$ cat src/rtl/instr_encoder.sv
// instr_encoder: packs opcode, funct3, register indices and a signed 64-bit
// immediate into a 32-bit RV64 instruction word (I, S, SB, U, UJ formats).
// It flags immediates that the target format cannot represent and queues
// {error code, word} pairs in a small output FIFO.
module instr_encoder #(
  parameter int FIFO_DEPTH = 2,
  parameter int ERR_CNT_W  = 16
) (
  input  logic                 clk,
  input  logic                 reset,
  input  logic                 in_valid,
  output logic                 in_ready,
  input  logic [6:0]           in_opcode,
  input  logic [2:0]           in_funct3,
  input  logic [4:0]           in_rd,
  input  logic [4:0]           in_rs1,
  input  logic [4:0]           in_rs2,
  input  logic [63:0]          in_imm,
  output logic                 out_valid,
  input  logic                 out_ready,
  output logic [31:0]          out_instr,
  output logic [1:0]           out_err_code,
  output logic [ERR_CNT_W-1:0] err_count
);

  localparam int AW = (FIFO_DEPTH > 1) ? $clog2(FIFO_DEPTH) : 1;
  localparam int CW = AW + 1;
  localparam logic [CW-1:0] DEPTH_C = CW'(FIFO_DEPTH);

  localparam logic [6:0] OP_LOAD   = 7'd3;
  localparam logic [6:0] OP_ALUI   = 7'd19;
  localparam logic [6:0] OP_JALR   = 7'd103;
  localparam logic [6:0] OP_STORE  = 7'd35;
  localparam logic [6:0] OP_BRANCH = 7'd99;
  localparam logic [6:0] OP_LUI    = 7'd55;
  localparam logic [6:0] OP_JAL    = 7'd111;

  localparam logic [1:0] ERR_OK    = 2'b00;
  localparam logic [1:0] ERR_RANGE = 2'b01;
  localparam logic [1:0] ERR_ALIGN = 2'b10;
  localparam logic [1:0] ERR_OPC   = 2'b11;

  // Representability: the immediate fits an N-bit signed field when every
  // bit above the field's sign bit is a copy of it.
  logic w_fit12;
  logic w_fit13;
  logic w_fit21;
  logic w_fit32;
  assign w_fit12 = (in_imm[63:11] == {53{in_imm[11]}});
  assign w_fit13 = (in_imm[63:12] == {52{in_imm[12]}});
  assign w_fit21 = (in_imm[63:20] == {44{in_imm[20]}});
  assign w_fit32 = (in_imm[63:31] == {33{in_imm[31]}});

  logic [31:0] w_word;
  logic [1:0]  w_code;

  // Combinational packing and error classification of the current request.
  // The SB/UJ even-offset rule makes the 13/21-bit fit checks exact: the only
  // in-field values outside the legal range are odd and report misaligned.
  always_comb begin
    w_word = 32'h0000_0013;
    w_code = ERR_OK;
    case (in_opcode)
      OP_LOAD, OP_ALUI, OP_JALR: begin
        w_word = {in_imm[11:0], in_rs1, in_funct3, in_rd, in_opcode};
        if (!w_fit12) w_code = ERR_RANGE;
      end
      OP_STORE: begin
        w_word = {in_imm[11:5], in_rs2, in_rs1, in_funct3, in_imm[4:0], in_opcode};
        if (!w_fit12) w_code = ERR_RANGE;
      end
      OP_BRANCH: begin
        w_word = {in_imm[12], in_imm[10:5], in_rs2, in_rs1, in_funct3,
                  in_imm[4:1], in_imm[11], in_opcode};
        if (in_imm[0])     w_code = ERR_ALIGN;
        else if (!w_fit13) w_code = ERR_RANGE;
      end
      OP_LUI: begin
        // Nonzero low 12 bits cannot be expressed by LUI: treated as an
        // alignment fault (value not on a 4 KiB boundary).
        w_word = {in_imm[31:12], in_rd, in_opcode};
        if (in_imm[11:0] != 12'd0) w_code = ERR_ALIGN;
        else if (!w_fit32)         w_code = ERR_RANGE;
      end
      OP_JAL: begin
        w_word = {in_imm[20], in_imm[10:1], in_imm[11], in_imm[19:12], in_rd, in_opcode};
        if (in_imm[0])     w_code = ERR_ALIGN;
        else if (!w_fit21) w_code = ERR_RANGE;
      end
      default: begin
        w_word = 32'h0000_0013;
        w_code = ERR_OPC;
      end
    endcase
  end

  logic [33:0]   r_mem [FIFO_DEPTH];
  logic [AW-1:0] r_wr_ptr;
  logic [AW-1:0] r_rd_ptr;
  logic [CW-1:0] r_count;
  logic [ERR_CNT_W-1:0] r_err_count;

  logic w_push;
  logic w_pop;
  logic [33:0] w_head;

  assign in_ready  = (r_count < DEPTH_C);
  assign out_valid = (r_count != '0);
  assign w_push    = in_valid && in_ready;
  assign w_pop     = out_valid && out_ready;
  assign w_head    = r_mem[r_rd_ptr];

  // An empty FIFO presents zeros so stale entries never leak out after reset.
  assign out_instr    = out_valid ? w_head[31:0]  : 32'd0;
  assign out_err_code = out_valid ? w_head[33:32] : 2'b00;
  assign err_count    = r_err_count;

  // FIFO storage; contents need no reset since visibility is gated by count.
  always_ff @(posedge clk) begin
    if (w_push) r_mem[r_wr_ptr] <= {w_code, w_word};
  end

  // Pointers and occupancy; pointers wrap naturally at the power-of-two depth.
  always_ff @(posedge clk or posedge reset) begin
    if (reset) begin
      r_wr_ptr <= '0;
      r_rd_ptr <= '0;
      r_count  <= '0;
    end else begin
      if (w_push) r_wr_ptr <= r_wr_ptr + 1'b1;
      if (w_pop)  r_rd_ptr <= r_rd_ptr + 1'b1;
      case ({w_push, w_pop})
        2'b10:   r_count <= r_count + 1'b1;
        2'b01:   r_count <= r_count - 1'b1;
        default: r_count <= r_count;
      endcase
    end
  end

  // Saturating count of accepted requests that carried an error code.
  always_ff @(posedge clk or posedge reset) begin
    if (reset) begin
      r_err_count <= '0;
    end else if (w_push && (w_code != ERR_OK) && (r_err_count != '1)) begin
      r_err_count <= r_err_count + 1'b1;
    end
  end

endmodule
$ cat config.mk
export PLATFORM = sky130hd
export DESIGN_NAME = instr_encoder
export DESIGN_NICKNAME = d
export VERILOG_FILES = /design/src/rtl/instr_encoder.sv
export SDC_FILE = /design/constraint.sdc
export NUM_CORES = 1
export LEC_CHECK = 0
export BUFFER_PORTS_ARGS = -buffer_cell sky130_fd_sc_hd__buf_4
export CAP_MARGIN = 20
export CORE_ASPECT_RATIO = 1.4
export CORE_MARGIN = 4
export CORE_UTILIZATION = 56
export DETAILED_ROUTE_END_ITERATION = 6
export HOLD_SLACK_MARGIN = 0.02
export PLACE_DENSITY = 0.92
export SKIP_CTS_REPAIR_TIMING = 1
export SLEW_MARGIN = 25
export SYNTH_ARGS = -nofsm -noshare
export SYNTH_HDL_FRONTEND = slang
export SYNTH_SLANG_ARGS = --single-unit
export TNS_END_PERCENT = 100
$ cat constraint.sdc
create_clock -name clk -period 6.4 [get_ports clk]
set_input_delay 0.64 -clock clk [delete_from_list [all_inputs] [get_ports clk]]
set_output_delay 0.64 -clock clk [all_outputs]
set_load 0.005 [all_outputs]
== After elaboration in Yosys (flattened, before gate mapping) ==
Memory sizes are Yosys's and may differ from the RTL's.
Index checks and enable logic that the tools add are counted.
Operators by class
  add/subtract/negate cells: 5
  equal/unequal tests: 14
  reductions and logical operators: 10
  mux-type cells: 14
  order comparisons: 1
Operators with widths (number)
  $pmux W32 S5: 1
  $eq A52 B52 Y1: 1
  $eq A51 B51 Y1: 1
  $eq A43 B43 Y1: 1
  $eq A32 B32 Y1: 1
  $mux W32: 1
  $eq A7 B7 Y1 const B: 3
  $add A16 B1 Y16 const B: 1
  $ne A16 B16 Y1 const B: 1
  $eq A7 B6 Y1 const B: 2
  $reduce_bool A12 Y1: 1
  $mux W2: 4
  $pmux W2 S4: 1
  $eq A7 B2 Y1 const B: 1
  $eq A7 B5 Y1 const B: 1
  $mux W1: 6
  $reduce_bool A2 Y1: 3
  $logic_and A1 B1 Y1: 4
  $pmux W2 S2: 1
  $reduce_or A4 Y1: 1
  $reduce_or A3 Y1: 1
  $add A1 B1 Y1 const B: 2
  $add A2 B1 Y2 const B: 1
  $eq A2 B1 Y1 const B: 1
  3 further kinds: 3
Storage, ports and cells
  bits in registers: 20
  output and inout port bits: 52
  memories: 1
  bits in writable memories: 68
  word-level logic and storage cells: 49
Memories
  r_mem: words 2, width 34, read ports 1, clocked after Yosys merged registers in 0, write ports 1, line 97  | logic [33:0] r_mem [FIFO_DEPTH];

== Longest topological paths before layout ==
  word-level depth: 7
  depth in mapped cells: 12

== Least setup slack after synthesis ==
Ideal clock, no wire load.
  path type: in2reg
  from: input port in_imm[29]
  to: register r_err_count[1] (netlist: err_count[1])
  data arrival time: 3.127 ns
  setup slack: 3.146 ns
  stages: 9
  data required time: 6.273 ns
  path through: or4_1 > or4_1 > nor3_2 > o22ai_1 > o41a_1 > or4b_1 > buf_2 > nand2_1 > mux2_1
On the way
  cells in the longest elaborated chain, start to end: 7
RTL lines
  from (decl): line 18  | input logic [63:0] in_imm,
  $eq A51 B51 Y1 / $eq A43 B43 Y1 (equally long branches): line 50, 51
  $mux W1, on equally long branches: line 76, 88
  $mux W2, on equally long branches: line 75, 87
  $pmux W2 S4 (*): line 63  | case (in_opcode)
  $reduce_bool A2 Y1 (*): line 144  | end else if (w_push && (w_code != ERR_OK) && (r_err_count != '1)) begin
  $logic_and A1 B1 Y1 (*) (2 in series): line 144
  to (signal assigned): line 145  | r_err_count <= r_err_count + 1'b1;
  to (decl): line 101  | logic [ERR_CNT_W-1:0] r_err_count;
Mark *: on every way between the ends. The rest lies on a longest branch, timed or not.
A chain may end at the register's enable or synchronous reset.

== Worst setup path after layout ==
  from: input port in_opcode[3]
  to: register r_err_count[1] (netlist: err_count[1])
On the way
  cells in the longest elaborated chain, start to end: 6
RTL lines
  from (decl): line 13  | input logic [6:0] in_opcode,
  $eq A7 B6 Y1 (tied with other cells): line 63
  $reduce_or A4 Y1 (no line)
  $pmux W2 S4 (*): line 63
  via w_code[1]: line 55  | logic [1:0] w_code;
  $reduce_bool A2 Y1 (*): line 144
  $logic_and A1 B1 Y1 (*) (2 in series): line 144
Mark *: on every way through the listed nets, which the timed path passes. The rest lies on a longest branch.

==> impl_metrics.csv <==
group,metric,value,unit
final_layout,final_nets,662,
power_and_ir_drop,swShare,30.3,%
final_layout,final_common_cell,"buf_4",
die,die_h,117,um
die,num_rows,39,
worst_setup_path,r2r-start,"err_count[2]",
clocking,htreeDepth,3,
grt,antenna_found_initial,0,
final_layout,diodes,0,
worst_setup_path,startpoint_type,"input port",
power_and_ir_drop,power.total,2.15,mW
worst_setup_path,cp_slowest_stage_delay,0.80,ns
synthesis,synth.yosys.warnings,0,
timing,fmax,272,MHz
power_and_ir_drop,p_sw,651,uW
synthesis,avgSynthCellArea,11.2,um2
timing,setup_tns,0,ns
grt,grt_max_degree,36,
clocking,cts-root-buf,"clkbuf_16",
route,postRouteWirelength,13600,um
timing,worstMarginPinSlew,1.05,ns
placement,io_buffers,144,
power_and_ir_drop,power_density,341,mW/mm2
route,drc,0,
worst_setup_path,crit_fanout,16,
synthesis,synth_cell_type_count,52,
clocking,cts_tree,"done",
timing,hold_viol,0,
synthesis,seq_area_frac_synth,53.8,%
timing,maxSlewHeadroom,30.2,%
power_and_ir_drop,seq_power_share,39.4,%
power_and_ir_drop,power.internal,1.49,mW
clocking,cts_buffer_depth,2,
final_layout,final_cell_mix,"147 x buf_4, 68 x edfxtp_1, 50 x nor2_1",
clocking,clk_pin_slew,0.06,ns
die,ios,145,
worst_setup_path,crit_path_start,"in_opcode[3]",
power_and_ir_drop,leakagePower,2.57,nW
timing,fin_skew,0.00378,ns
route,via_per_inst,6.35,
die,start_util,57.7,%
final_layout,syn_to_final_growth,33.2,%
worst_setup_path,criticalPathCategory,"in2reg",
route,drt_pass1_iterations,6,
worst_setup_path,arrival,3.89,ns
clocking,clkSinkCount,88,
worst_setup_path,reg2reg_depth,8,
grt,grt_pass1_wl,21300,um
final_layout,drive_above_1_share,32.0,%
grt,track_usage,27.6,%
run_status,status,"complete, no violations",
timing,finalSetupViolCount,0,
timing,grt_setup_unrepaired,"false",
route,post_drt_wl_per_cell,20.2,um
worst_setup_path,end_kind,"flop",
grt,grt_pass1_vias,4271,
worst_setup_path,required,6.62,ns
synthesis,syn_inst,423,
worst_setup_path,crit_chain,"buf_4, nand3b_1, a2111oi_4, or2_2, o22ai_1, nor2_1, or4b_1, nand2_1, mux2_1",
die,core_area,0.00820,mm2
placement,dp_hpwl,10400,um
die,die_area,0.0100,mm2
route,ant_nets,0,
power_and_ir_drop,p_clk_share,27.7,%
grt,grt_overflow,0,
synthesis,synthArstFlopShare,22.7,%
clocking,insertion_delay,0.33,ns
synthesis,synth_edf_count,68,
clocking,cts-buffers-inserted,9,
power_and_ir_drop,p_comb_share,33.0,%
synthesis,netlist_area,0.00473,mm2
route,vias,4279,
job,maxCapViolations,0,
worst_hold_path,hp-class,"in2async",
synthesis,synth-seq-cells,88,
timing,fin_crit,3.68,ns
timing,period_share,57.5,%
worst_setup_path,slowest_stage,"or4b_1",
power_and_ir_drop,peakVddDrop,0.330,mV
timing,drv_slew,0,
placement,gp_congestion,0.994,
die,die_x,85.7,um
synthesis,synthFlopType,"edfxtp_1",
route,drtIter0Drc,323,
[area by class of cell]
class | instances | area (um2)
Sequential cell | 88 | 2540
Multi-Input combinational cell | 307 | 2110
Fill cell | 530 | 1900
Timing Repair Buffer | 148 | 1120
Clock buffer | 9 | 225
Tap cell | 102 | 128
Clock inverter | 7 | 118
Inverter | 13 | 48.8
[power by group through the flow]
stage                     clock (mW)  combinational (mW)  sequential [mW]
after floorplan                    0               0.377            0.788
after global placement             0               0.681            0.848
after detailed placement           0               0.702            0.857
after CTS                      0.602               0.708            0.846
after global routing           0.626               0.766            0.857
final                          0.594               0.708            0.845
[worst max-delay path: cells and delay by family]
kind	cells	cell delay, ns
AOI/OAI and AO/OA	2	0.90
buffers and inverters	1	0.13
muxes	1	0.34
and+or+nand+nor	5	1.88
[cell families after synthesis]
kind of cell	after synthesis	share of synthesized area, %
other cells	1	0.0793
compound gates	58	9.89
fa+ha+maj	2	0.529
xor+xnor	19	3.52
mux	36	7.65
simple gates	188	21.9
buf+inv	31	2.72
flops	88	53.8
[through the flow]
stage | setup slack [ns] | utilization [%] | std cells | hold slack, ns | cell area [um2]
floorplan | 3.15 | - | 426 | 0.461 | 4740
detailed placement | 2.40 | 72.4 | 657 | 0.506 | 5930
global placement | 2.53 | 72.2 | 657 | 0.487 | 5920
finish | 2.72 | 76.9 | 674 | 0.435 | 6300
global route | 2.59 | 76.9 | 674 | 0.498 | 6300
CTS | 2.76 | 76.6 | 673 | 0.451 | 6280
[worst paths after layout]
check	endpoint	slack [ns]
min	err_count[3]	0.44
min in group clk	err_count[9]	0.51
min reg2reg	err_count[9]	0.51
max reg2reg	err_count[1]	4.32
max	err_count[1]	2.72
max in group asynchronous	r_rd_ptr	5.45
[routing by layer]
metal | routed length, um | up-vias | track usage (%) | share of wire [%]
li1 | - | 1923 | - | -
met3 | 1190 | 53 | 5.93 | 8.8
met4 | 647 | 0 | 15.1 | 4.7
met1 | 4860 | 2009 | 31.4 | 36
met5 | 0 | - | 0 | 0
met2 | 6920 | 294 | 48.2 | 51
[cell usage after synthesis (4+ instances only)]
cell type / count / area (um2)
xnor2_1: 18 / 158
nor2_1: 52 / 195
or3_1: 7 / 43.8
a31oi_1: 7 / 43.8
and2_1: 4 / 25.0
clkbuf_1: 9 / 33.8
nand2_1: 22 / 82.6
buf_1: 4 / 15.0
nand3_1: 13 / 65.1
nor2b_1: 4 / 25.0
inv_1: 13 / 48.8
a222oi_1: 5 / 50.1
nand3_2: 7 / 70.1
a21oi_1: 8 / 40.0
a22o_1: 18 / 158
nor3_1: 21 / 105
or4_1: 10 / 75.1
and3_1: 8 / 50.1
nand4_1: 10 / 62.6
o21ai_0: 5 / 25.0
edfxtp_1: 68 / 2040
dfrtp_1: 20 / 500
nor4_1: 15 / 93.8
mux2i_1: 35 / 350
buf_2: 4 / 20.0
[state kept, by name (all words and copies together), names as in the netlist]
name       cells
err_count     16
r_mem         68
r_wr_ptr       1
r_rd_ptr       1
r_count        2
Power figures use the tool's default switching activity.
